==> config.mk <==
export PLATFORM = sky130hd
export DESIGN_NAME = renkon_accum
export DESIGN_NICKNAME = d
export VERILOG_FILES = /design/src/rtl/renkon_accum_pkg.sv /design/src/rtl/renkon_sat.sv /design/src/rtl/renkon_accum.sv
export SDC_FILE = /design/constraint.sdc
export NUM_CORES = 1
export LEC_CHECK = 0
export CORE_MARGIN = 2
export CORE_UTILIZATION = 60
export CTS_CLUSTER_DIAMETER = 100
export CTS_CLUSTER_SIZE = 30
export DETAILED_ROUTE_END_ITERATION = 8
export DONT_BUFFER_PORTS = 1
export PLACE_DENSITY = 0.76
export SLEW_MARGIN = 20
export SYNTH_ARGS = -nofsm -noshare
export SYNTH_HDL_FRONTEND = slang
export SYNTH_SLANG_ARGS = --single-unit
==> constraint.sdc <==
create_clock -name clk -period 5.36 [get_ports clk]
set_input_delay 1.34 -clock clk [delete_from_list [all_inputs] [get_ports clk]]
set_output_delay 1.34 -clock clk [all_outputs]
set_load 0.05 [all_outputs]
==> src/rtl/renkon_accum_pkg.sv <==
// renkon_accum_pkg
//   Shared defaults and types for the renkon accumulate back end.
//   - Default word, fraction, accumulator and counter widths.
//   - FSM state encoding (2 bits): S_IDLE, S_ACC, S_DONE.
//   - sadd_ovf(): signed-overflow detection for a two's-complement add,
//     computed from the operand and result sign bits.
package renkon_accum_pkg;

  localparam int RENKON_DWIDTH = 16;
  localparam int RENKON_FBITS  = 8;
  localparam int RENKON_AWIDTH = 2 * RENKON_DWIDTH + 8;
  localparam int RENKON_CWIDTH = 12;

  typedef enum logic [1:0] {
    S_IDLE = 2'd0,
    S_ACC  = 2'd1,
    S_DONE = 2'd2
  } state_e;

  // Adding two operands that share a sign, and getting a result of the
  // other sign, is a signed overflow.
  function automatic logic sadd_ovf(input logic a_msb, input logic b_msb,
                                    input logic s_msb);
    return (a_msb == b_msb) && (s_msb != a_msb);
  endfunction

endpackage

==> src/rtl/renkon_sat.sv <==
// renkon_sat
//   Combinational rescale and saturate: converts an AWIDTH accumulator with
//   2*FBITS fraction bits to a DWIDTH signed word with FBITS fraction bits.
//   Optional macro RENKON_ACCUM_ROUND_EN: when defined, the value is rounded
//   half up before the shift; when undefined it is truncated toward -inf.
// Ports
//   i_acc    in   AWIDTH  signed accumulator value
//   o_pixel  out  DWIDTH  rescaled, clipped result
//   o_sat    out  1       1 when o_pixel was clipped
module renkon_sat #(
  parameter int DWIDTH = 16,
  parameter int FBITS  = 8,
  parameter int AWIDTH = 2 * DWIDTH + 8
) (
  input  logic [AWIDTH-1:0] i_acc,
  output logic [DWIDTH-1:0] o_pixel,
  output logic              o_sat
);

  // Clip limits, built at AWIDTH+1 bits so they compare directly with w_s.
  localparam logic signed [AWIDTH:0] MAXV =
    $signed({{(AWIDTH-DWIDTH+2){1'b0}}, {(DWIDTH-1){1'b1}}});
  localparam logic signed [AWIDTH:0] MINV =
    $signed({{(AWIDTH-DWIDTH+2){1'b1}}, {(DWIDTH-1){1'b0}}});

  logic signed [AWIDTH:0] w_ext;
  logic signed [AWIDTH:0] w_s;
  logic                   w_hi;
  logic                   w_lo;

  // One extra bit of headroom so the rounding add can never wrap.
`ifdef RENKON_ACCUM_ROUND_EN
  assign w_ext = $signed({i_acc[AWIDTH-1], i_acc})
               + $signed((AWIDTH+1)'(1) << (FBITS - 1));
`else
  assign w_ext = $signed({i_acc[AWIDTH-1], i_acc});
`endif

  assign w_s  = w_ext >>> FBITS;
  assign w_hi = (w_s > MAXV);
  assign w_lo = (w_s < MINV);

  always_comb begin
    o_pixel = w_s[DWIDTH-1:0];
    o_sat   = 1'b0;
    if (w_hi) begin
      o_pixel = MAXV[DWIDTH-1:0];
      o_sat   = 1'b1;
    end else if (w_lo) begin
      o_pixel = MINV[DWIDTH-1:0];
      o_sat   = 1'b1;
    end
  end

endmodule

==> src/rtl/renkon_accum.sv <==
// renkon_accum
//   Per-pixel multiply-accumulate back end of the renkon conv pipeline.
//   Sums signed product terms; on the term tagged in_last, the sum is
//   rescaled/saturated (renkon_sat) and presented on pixel_out with a
//   one-cycle out_valid pulse. A new pixel may start in the S_DONE cycle,
//   so 1-term pixels can stream every cycle.
//   Optional macro RENKON_ACCUM_ROUND_EN (handled inside renkon_sat):
//   round half up before the shift instead of truncating.
// Handshake: no backpressure. A term is consumed on every rising edge where
//   in_valid=1 (in_last is only meaningful with in_valid). out_valid is a
//   single-cycle pulse; pixel_out/term_cnt/sat_flag hold until the next one.
// Ports
//   clk        in   1         clock, rising edge
//   xrst       in   1         asynchronous reset, active high
//   acc_clr    in   1         synchronous abort of the pixel in flight
//   in_valid   in   1         prod_in/in_last valid
//   in_last    in   1         final term of current pixel
//   prod_in    in   2*DWIDTH  signed product term
//   out_valid  out  1         result pulse
//   pixel_out  out  DWIDTH    signed result
//   term_cnt   out  CWIDTH    terms summed into pixel_out
//   sat_flag   out  1         pixel_out was clipped
//   acc_ovf    out  1         sticky accumulator/counter overflow
// The FSM state is held in r_state (state_e) for checkers to bind to.
module renkon_accum
  import renkon_accum_pkg::*;
#(
  parameter int DWIDTH = RENKON_DWIDTH,
  parameter int FBITS  = RENKON_FBITS,
  parameter int AWIDTH = RENKON_AWIDTH,
  parameter int CWIDTH = RENKON_CWIDTH
) (
  input  logic                clk,
  input  logic                xrst,
  input  logic                acc_clr,
  input  logic                in_valid,
  input  logic                in_last,
  input  logic [2*DWIDTH-1:0] prod_in,
  output logic                out_valid,
  output logic [DWIDTH-1:0]   pixel_out,
  output logic [CWIDTH-1:0]   term_cnt,
  output logic                sat_flag,
  output logic                acc_ovf
);

  state_e              r_state;
  logic [AWIDTH-1:0]   r_acc;
  logic [CWIDTH-1:0]   r_cnt;
  logic                r_out_valid;
  logic [DWIDTH-1:0]   r_pixel;
  logic [CWIDTH-1:0]   r_term_cnt;
  logic                r_sat;
  logic                r_acc_ovf;

  logic [AWIDTH-1:0]   w_prod_ext;
  logic [AWIDTH-1:0]   w_sum;
  logic                w_add_ovf;
  logic                w_cnt_max;
  logic [DWIDTH-1:0]   w_pixel;
  logic                w_sat;
  state_e              w_next_on_term;

  assign w_prod_ext = {{(AWIDTH-2*DWIDTH){prod_in[2*DWIDTH-1]}}, prod_in};
  assign w_sum      = r_acc + w_prod_ext;
  assign w_add_ovf  = sadd_ovf(r_acc[AWIDTH-1], w_prod_ext[AWIDTH-1],
                               w_sum[AWIDTH-1]);
  assign w_cnt_max  = &r_cnt;
  assign w_next_on_term = in_last ? S_DONE : S_ACC;

  renkon_sat #(
    .DWIDTH (DWIDTH),
    .FBITS  (FBITS),
    .AWIDTH (AWIDTH)
  ) u_sat (
    .i_acc   (r_acc),
    .o_pixel (w_pixel),
    .o_sat   (w_sat)
  );

  always_ff @(posedge clk or posedge xrst) begin
    if (xrst) begin
      r_state     <= S_IDLE;
      r_acc       <= '0;
      r_cnt       <= '0;
      r_out_valid <= 1'b0;
      r_pixel     <= '0;
      r_term_cnt  <= '0;
      r_sat       <= 1'b0;
      r_acc_ovf   <= 1'b0;
    end else begin
      r_out_valid <= 1'b0;
      if (acc_clr) begin
        // Abort wins over everything, including a pending S_DONE result
        // and a term offered in the same cycle.
        r_state <= S_IDLE;
        r_acc   <= '0;
        r_cnt   <= '0;
      end else begin
        case (r_state)
          S_IDLE: begin
            if (in_valid) begin
              r_acc   <= w_prod_ext;
              r_cnt   <= CWIDTH'(1);
              r_state <= w_next_on_term;
            end
          end
          S_ACC: begin
            if (in_valid) begin
              r_acc <= w_sum;
              // Counter sticks at all-ones and flags the overflow.
              if (w_cnt_max) r_acc_ovf <= 1'b1;
              else           r_cnt     <= r_cnt + CWIDTH'(1);
              if (w_add_ovf) r_acc_ovf <= 1'b1;
              r_state <= w_next_on_term;
            end
          end
          S_DONE: begin
            r_pixel     <= w_pixel;
            r_sat       <= w_sat;
            r_term_cnt  <= r_cnt;
            r_out_valid <= 1'b1;
            // A term arriving now opens the next pixel without a bubble.
            if (in_valid) begin
              r_acc   <= w_prod_ext;
              r_cnt   <= CWIDTH'(1);
              r_state <= w_next_on_term;
            end else begin
              r_state <= S_IDLE;
            end
          end
          default: r_state <= S_IDLE;
        endcase
      end
    end
  end

  assign out_valid = r_out_valid;
  assign pixel_out = r_pixel;
  assign term_cnt  = r_term_cnt;
  assign sat_flag  = r_sat;
  assign acc_ovf   = r_acc_ovf;

endmodule
==> out/results.ini <==
[synth]
yosys.area.top_type = dfrtp_1
synth_edf_count = 0
netlist.area_leader.share_pct = 36.7
synthesis.area_sq_mm = 0.00579
avgSynthCellArea_sq_um = 8.47
synth.area.top_cells = dfrtp_1 (37%), ha_1 (8.6%), nand2_1 (6.9%)
synth_most_common_cell = nand2_1
syn_nets = 762
ys_top_cells_by_count = nand2_1 (106), dfrtp_1 (85), a21oi_1 (63)
ys_types = 52
synth-seq-cells = 85
synthFlopType = dfrtp_1
yosysSeqAreaShare_pct = 36.7
async_flop_share_pct = 100
synthCells = 684
yosysWarningCount = 0

[sta]
min_period_ns = 3.83
setup_violations = 0
max_freq_mhz = 261
worst_slack_ns = 1.53
clock_skew_ns = 0.0166
hold_viol = 0
holdWs_ns = 0.494
post-route-period-util_pct = 71.5
grt_setup_unrepaired = no
relSlewSlack_pct = 33.2
fin_setup_tns_ns = 0
final_max_slew_viol_count = 0
worst_pin_slew_ns = 1.00

[clocking]
cts_setup_buffers = 0
cts.repair.resized = 0
insertion_delay_ns = 0.38
h-tree-depth = 3
clkSinkCount = 85
ctsRootBufferMaster = clkbuf_8
cts_hold_buffers = 0
numCtsBuffers = 9
clk_pin_slew_ns = 0.11
clockBufferDepth = 2
cts_tree = yes

[cells_and_area]
area_growth_pct = 4.95
antenna_cells = 0
final_nets = 746
drive_gt1_share_pct = 4.46
fin_cells = 802

[job]
cap_violations = 0

[global_routing]
grt_start_max_net_pins = 55
grt_pass1_wl_um = 23300
antenna_found_initial = 0
grt.overflow.total = 0
grt_pass1_vias = 4727
grt_use_total_pct = 28.3

[route]
viasPerCell = 6.28
antenna_left = 0
drt_first_pass_iters = 5
drc = 0
vias = 5040
drt_wl_total_um = 13800
wire_per_inst_um = 17.2
drtIter0Drc = 383

[placed_design]
gp_congestion = 0.997
place_inst = 786
pre_cts_ws_ns = 1.14
post-dp-hpwl_um = 10100
port_buffers = 0

[die]
die-width_um = 102
io_pins = 68
rows = 35
core_sq_mm = 0.00928
die_area_sq_mm = 0.0105
die-height_um = 102
start_util_pct = 62.4

[power_and_ir_drop]
ir_drop_v = 0.000180
p_leak_nw = 2.87
p_per_area_mw_per_mm2 = 323
fin_total_pwr_mw = 1.96

[setup_path]
r2r_slack_ns = 2.11
start_kind = input pin
reg2reg_to = r_acc[36]
path_max_fanout = 4
crit_type = input pin to flip-flop
rr_worst_depth = 12
rr_startpoint = r_acc[0]
cp.arrival_ns = 4.11
cp.required_ns = 5.64
critPathCaptureType = flip-flop

[worst_hold_path]
min_to = r_acc[0]
worstHoldStart = r_acc[0]
hold_depth = 2
hp-class = flip-flop to flip-flop

[outcome]
status = complete, no violations

kinds of logic after synthesis:
logic type / after synthesis / share of synthesized area [%]
simple gates: 230 / 18.0
compound gates: 217 / 23.2
flops: 85 / 36.7
buf+inv: 48 / 3.13
xor+xnor: 41 / 6.20
fa+ha+maj: 41 / 8.99
mux: 22 / 3.80
per-layer routing:
metal / wire, um / global-route usage (%) / vias up
met1: 6300 / 40.1 / 2418
met5: 0 / 0 / -
met4: 213 / 7.59 / 0
met3: 1120 / 7.46 / 23
met2: 6180 / 43.2 / 165
li1: - / - / 2434
power by group:
part / internal (mW) / switching, mW / total [mW]
Combinational: 0.231 / 0.324 / 0.554
Sequential: 0.717 / 0.226 / 0.944
Clock: 0.185 / 0.278 / 0.463
Total: 1.13 / 0.828 / 1.96
worst max-delay path, stage by stage:
cell      delay (ns)
ha_1            0.21
fa_1            0.41
a21o_1          0.19
a221oi_1        0.44
nor4_1          0.17
o21ai_2         0.27
and4_4          0.29
nor3_2          0.07
a311oi_2        0.28
xor2_1          0.17
a21oi_1         0.09
a21o_1          0.17
worst max path at each step:
stage | to | slack, ns | startpoint
final | r_acc[36] | 1.53 | prod_in[0]
after global routing | r_acc[34] | 1.28 | prod_in[0]
after CTS | r_acc[36] | 1.53 | prod_in[0]
after detailed placement | r_acc[36] | 1.14 | prod_in[0]
after global placement | r_acc[36] | 1.18 | prod_in[0]
after floorplan | r_acc[36] | 1.42 | prod_in[0]
state kept, by name, summed over array words and instances, names as in the netlist:
register,flops
r_state,2
r_cnt,12
sat_flag,1
term_cnt,12
out_valid,1
r_acc,40
acc_ovf,1
pixel_out,16
metrics by stage:
stage          area (sq um)  utilization, %
2_1_floorplan          5790               -
3_3_place_gp           5880            63.3
4_1_cts                6080            65.5
5_1_grt                6080            65.5
3_5_place_dp           5880            63.3
6_report               6080            65.5
cells in the final DEF, fill, tap and decap left out, types with 10 or more instances in the layout:
cell type and instances:
dfrtp_1 85, o21ai_0 54, mux2i_1 22, nor2_1 49
ha_1 40, inv_1 16, a21oi_1 62, a21o_1 30
nand2_1 106, xnor2_1 20, nand3_1 16, nand4_1 13
and3_1 10, xor2_1 21
layout make-up:
class | count | area, sq um
timing repair buffer | 4 | 30.0
clock buffer | 9 | 124
tap | 129 | 161
multi-input combinational | 551 | 3490
inverter | 17 | 65.1
clock inverter | 7 | 76.3
fill | 810 | 3210
sequential | 85 | 2130
Note: power is estimated with default switching activity, not from simulation.
